==> src/rtl/upload_arbiter.sv <==
// Merges NUM_SRC byte upload ports into one output stream. Packets hold the grant until
// their request drops. Streams give way to packets at a byte boundary, and to other
// waiting sources after STREAM_BURST bytes.
module upload_arbiter #(
  parameter int unsigned NUM_SRC      = 4,
  parameter int unsigned STREAM_BURST = 64
) (
  input  logic                 clk,
  input  logic                 rst,
  input  logic [NUM_SRC-1:0]   src_req,
  input  logic [NUM_SRC-1:0]   src_valid,
  input  logic [8*NUM_SRC-1:0] src_data,
  input  logic [8*NUM_SRC-1:0] src_source,
  output logic [NUM_SRC-1:0]   src_ready,
  input  logic                 fifo_almost_full,
  output logic [7:0]           out_data,
  output logic [7:0]           out_source,
  output logic                 out_valid,
  output logic                 out_sop,
  output logic [2:0]           grant_idx,
  output logic                 busy
);

  localparam int unsigned IDX_W = (NUM_SRC > 1) ? $clog2(NUM_SRC) : 1;
  localparam int unsigned CNT_W = $clog2(STREAM_BURST + 1);
  localparam logic [CNT_W-1:0] CNT_MAX = CNT_W'(STREAM_BURST);

  typedef enum logic [1:0] {
    S_IDLE   = 2'd0,
    S_PKT    = 2'd1,
    S_STREAM = 2'd2
  } state_t;

  state_t             r_state, w_state_nxt;
  logic [IDX_W-1:0]   r_grant, w_grant_nxt;
  logic [IDX_W-1:0]   r_last, w_last_nxt;
  logic [IDX_W-1:0]   w_win;
  logic [CNT_W-1:0]   r_cnt, w_cnt_nxt, w_cnt_inc;
  logic               r_sop_pend, w_sop_nxt;
  logic               r_out_valid, r_out_sop;
  logic [7:0]         r_out_data, r_out_source;
  logic [NUM_SRC-1:0] w_cand, w_onehot;
  logic               w_win_ok, w_active, w_xfer, w_other_req, w_other_any;
  logic [7:0]         w_data, w_source;

  assign w_active    = (r_state != S_IDLE);
  assign w_onehot    = NUM_SRC'(1) << r_grant;
  assign src_ready   = (w_active && !fifo_almost_full) ? w_onehot : '0;
  assign w_xfer      = |(src_valid & src_ready);
  assign w_other_req = |(src_req & ~w_onehot);
  assign w_other_any = |((src_req | src_valid) & ~w_onehot);
  assign w_cand      = (|src_req) ? src_req : src_valid;
  assign w_cnt_inc   = (w_xfer && (r_cnt != CNT_MAX)) ? r_cnt + CNT_W'(1) : r_cnt;

  // Round-robin: the winner is the candidate closest after last_grant.
  always_comb begin : arb
    int unsigned v_dist;
    int unsigned v_best;
    v_dist   = 0;
    v_best   = NUM_SRC;
    w_win    = '0;
    w_win_ok = 1'b0;
    for (int unsigned i = 0; i < NUM_SRC; i++) begin
      v_dist = (i + 2 * NUM_SRC - 1 - 32'(r_last)) % NUM_SRC;
      if (w_cand[i] && (v_dist < v_best)) begin
        v_best   = v_dist;
        w_win    = IDX_W'(i);
        w_win_ok = 1'b1;
      end
    end
  end

  always_comb begin
    w_data   = '0;
    w_source = '0;
    for (int unsigned i = 0; i < NUM_SRC; i++) begin
      if (r_grant == IDX_W'(i)) begin
        w_data   = src_data[8*i +: 8];
        w_source = src_source[8*i +: 8];
      end
    end
  end

  always_comb begin
    w_state_nxt = r_state;
    w_grant_nxt = r_grant;
    w_last_nxt  = r_last;
    w_cnt_nxt   = r_cnt;
    w_sop_nxt   = r_sop_pend && !w_xfer;
    case (r_state)
      S_IDLE: begin
        if (w_win_ok) begin
          w_grant_nxt = w_win;
          w_sop_nxt   = 1'b1;
          w_cnt_nxt   = '0;
          w_state_nxt = src_req[w_win] ? S_PKT : S_STREAM;
        end
      end
      S_PKT: begin
        if (!fifo_almost_full && !src_req[r_grant]) begin
          w_state_nxt = S_IDLE;
          w_last_nxt  = r_grant;
          w_grant_nxt = '0;
        end
      end
      S_STREAM: begin
        // Backpressure freezes the stream, so nothing changes while it is asserted.
        if (!fifo_almost_full) begin
          w_cnt_nxt = w_cnt_inc;
          if (src_req[r_grant]) begin
            w_state_nxt = S_PKT;
          end else if (!src_valid[r_grant] || w_other_req ||
                       ((w_cnt_inc == CNT_MAX) && w_other_any)) begin
            w_state_nxt = S_IDLE;
            w_last_nxt  = r_grant;
            w_grant_nxt = '0;
          end
        end
      end
      default: w_state_nxt = S_IDLE;
    endcase
  end

  always_ff @(posedge clk) begin
    if (rst) begin
      r_state      <= S_IDLE;
      r_grant      <= '0;
      r_last       <= IDX_W'(NUM_SRC - 1);
      r_cnt        <= '0;
      r_sop_pend   <= 1'b0;
      r_out_valid  <= 1'b0;
      r_out_sop    <= 1'b0;
      r_out_data   <= '0;
      r_out_source <= '0;
    end else begin
      r_state     <= w_state_nxt;
      r_grant     <= w_grant_nxt;
      r_last      <= w_last_nxt;
      r_cnt       <= w_cnt_nxt;
      r_sop_pend  <= w_sop_nxt;
      r_out_valid <= w_xfer;
      r_out_sop   <= w_xfer && r_sop_pend;
      if (w_xfer) begin
        r_out_data   <= w_data;
        r_out_source <= w_source;
      end
    end
  end

  assign out_data   = r_out_data;
  assign out_source = r_out_source;
  assign out_valid  = r_out_valid;
  assign out_sop    = r_out_sop;
  assign grant_idx  = 3'(r_grant);
  assign busy       = w_active;

endmodule

==> config.mk <==
export PLATFORM = sky130hd
export DESIGN_NAME = upload_arbiter
export DESIGN_NICKNAME = d
export VERILOG_FILES = /design/src/rtl/upload_arbiter.sv
export SDC_FILE = /design/constraint.sdc
export NUM_CORES = 1
export LEC_CHECK = 0
export ABC_AREA = 1
export BUFFER_PORTS_ARGS = -buffer_cell sky130_fd_sc_hd__buf_4
export CORE_UTILIZATION = 40
export DETAILED_ROUTE_END_ITERATION = 12
export GPL_TIMING_DRIVEN = 1
export HOLD_SLACK_MARGIN = 0.03
export PLACE_DENSITY = 0.71
export SLEW_MARGIN = 20
export SYNTH_ARGS = -nofsm -noshare
export SYNTH_HDL_FRONTEND = slang
export SYNTH_SLANG_ARGS = --single-unit
==> constraint.sdc <==
create_clock -name clk -period 3.92 [get_ports clk]
set_input_delay 0 -clock clk [delete_from_list [all_inputs] [get_ports clk]]
set_output_delay 0 -clock clk [all_outputs]
set_load 0.02 [all_outputs]
==> results.toml <==
[floorplanning]
die_h_um = 77.1
io_pins = 101
start_util = 0.428
die_x_um = 77.1
num_rows = 26
die_area_um2 = 5950
core_region_area_um2 = 5270

[logic_synthesis]
yosys_register_bits = 32
syn_area_um2 = 2260
syn_area_per_cell_um2 = 6.50
synth_cells = 347
synth_edf_count = 0
ys_types = 33
yosysWarnings = 0
ys_seq_area_frac = 0.284
synth_top_flop_cell = "dfxtp_1"
synth_nets = 430
synthArstFlopShare = 0

[timing]
worstMarginPinSlew_ns = 0.724
clock.fmax_mhz = 319
rsz0062_at_grt = "no"
min_period_ns = 3.14
finClkSkew_ns = 0.00774
relSlewSlack = 0.517
finalHoldViolations = 0
drv_slew = 0
setup_violations = 0
fin_setup_tns_ns = 0
hold_ws_ns = 0.0306
finalCritPeriodShare = 0.801

[clock_network]
clk_pin_slew_ns = 0.07
cts_tree = "built"
cts_max_level = 2
clk_path_buf_depth = 2
numCtsBuffers = 5
ctsResizeCount = 0
clk_latency_ns = 0.28
root_buffer = "clkbuf_8"
cts_sinks = 32

[global_routing]
grt-ovfl-total = 0
grt_antenna_before_repair = 0
grt_pass1_vias = 2639
grt_usage = 0.243
grt_max_degree = 19
grt_pass1_wl_um = 11600

[setup_path]
critPathCaptureType = "register"
worstPathArrival_ns = 3.35
crit_path_frequent_cell = "nand2_1"
crit_type = "register to register"
cp_slowest_cell = "dfxtp_1"
cp_cell_sequence = "xor2_1, ha_1, a21o_1, nand2_1, nand2_1, o21ai_0, ha_1, nand2_1, nand2_1, nand2_1, nand2_1, o21ai_0, ha_1, nand2_1, nand2_1, nand2_1, nand2_1, nand2_1, nand2_1, a21oi_1"
path_buf_inv = 0
startpoint_type = "register"
required_ns = 4.13
cp_max_fo = 5
r2r_slack_ns = 0.78
cpLargestDelayFamily = "adder cells"
critPathMaxStageDelay_ns = 0.43

[cells_and_area]
n_antenna_cell = 0
area_growth_pct = 44.7
drive_gt1_frac = 0.269
finalInstanceArea_um2 = 3270
fin_nets = 539

[pwr]
power.density_nw_per_um2 = 401
clkPwrFrac = 0.202
p_leak_nw = 1.60
p_sw_frac = 0.405
p_int_uw = 779
peakVddDrop_v = 0.000188
switching_power_uw = 531
comb_power_share = 0.501
pwr-share-seq = 0.297

[placement]
port_buffers = 99
hpwl_um = 5410
gp_congestion = 0.902
postPlaceCellArea_um2 = 3040

[route]
viasPerCell = 5.17
wl_per_cell_um = 13.3
wl_um = 6990
first_iter_violations = 150
detail_route.first_pass.iterations = 4
drtAntennaViolNets = 0
dr_total_vias = 2722
remaining_drc_errors = 0

[flow_run]
drv_cap = 0

[status]
outcome = "complete, no violations"

[min_path]
worstHoldPathType = "input port to register"
synthesized netlist by cell type, drive strengths merged, types with 5 or more instances:
master / number / area [um^2]
a21boi: 8 / 60.1
a21oi: 24 / 135
a221oi: 8 / 70.1
a22o: 8 / 70.1
clkbuf: 8 / 30.0
dfxtp: 32 / 641
ha: 8 / 100
inv: 41 / 156
nand2: 98 / 383
nand3: 31 / 168
nand4: 8 / 56.3
nor2: 23 / 96.3
o21ai: 30 / 150
xor2: 5 / 43.8
what timing repair did:
item / CTS / global route
hold endpoints to repair: 22 / 0
buffers inserted: 0 / 0
hold buffers: 13 / 0
power groups by stage:
stage	clock [mW]	combinational (mW)	sequential, mW
floorplan	0	0.412	0.410
global placement	0	0.617	0.395
detailed placement	0	0.624	0.396
CTS	0.269	0.652	0.389
global route	0.286	0.731	0.394
finish	0.265	0.656	0.389
sequential cells by signal, indices dropped and copies added (netlist names):
name	count
out_data	8
out_sop	1
out_source	8
out_valid	1
r_cnt	7
r_grant	2
r_last	2
r_sop_pend	1
r_state	2
stage by stage:
step	setup WS [ns]	cells	util	power, mW
final	0.781	527	0.620	1.31
after global routing	0.527	527	0.620	1.41
after CTS	0.824	527	0.620	1.31
after detailed placement	0.841	506	0.577	1.02
after global placement	1.07	506	0.577	1.01
after floorplan	1.21	347	-	0.822
layer usage:
layer	global-route usage	part of all wire
met5	0	0
met4	0.0736	0.016
met3	0.0798	0.083
met2	0.435	0.51
met1	0.269	0.39
final timing paths:
check | startpoint | endpoint | depth (start not counted)
hold / removal | src_source[25] | out_source[1]$_SDFFE_PP0P_ | 3
setup reg to reg | r_last[1]$_SDFFE_PP1P_ | r_grant[1]$_SDFFE_PP0P_ | 20
setup / recovery | r_last[1]$_SDFFE_PP1P_ | r_grant[1]$_SDFFE_PP0P_ | 20
hold reg to reg | r_sop_pend$_SDFF_PP0_ | r_sop_pend$_SDFF_PP0_ | 2
worst register-to-register path: stages (launching register included):
cell     delay [ns]
dfxtp_1        0.43
xor2_1         0.25
ha_1           0.27
a21o_1         0.17
nand2_1        0.10
nand2_1        0.09
o21ai_0        0.27
ha_1           0.29
nand2_1        0.07
nand2_1        0.05
nand2_1        0.05
nand2_1        0.10
o21ai_0        0.21
ha_1           0.26
nand2_1        0.06
nand2_1        0.05
nand2_1        0.05
nand2_1        0.06
nand2_1        0.07
nand2_1        0.05
a21oi_1        0.11
cell usage in the layout, fill, tap and decap left out, drive strengths merged:
cell type and n:
a2111oi 1, a21boi 8, a21o 1, a21oi 24
a221oi 8, a22o 8, buf 99, clkbuf 7
clkinv 1, clkinvlp 1, conb 1, dfxtp 32
dlygate4sd3 13, ha 8, inv 41, nand2 98
nand3 31, nand4 8, nor2 23, nor3 3
o211ai 2, o21ai 30, o22ai 3, xnor2 1
xor2 5
area by class of cell:
type,count,area (um^2)
clock buffers,7,86.3
clock inverters,1,7.51
fillers,507,2000
inverters,42,160
multi-input cells,263,1410
flip-flops and latches,32,641
well taps,70,87.6
repair buffers,112,873
cell families after synthesis:
logic type	synth area share
fa+ha+maj	0.0443
other cells	0.00166
simple gates	0.318
xor+xnor	0.0233
flops	0.284
buf+inv	0.0909
compound gates	0.238
No activity file was read; power rests on OpenSTA's default activity.
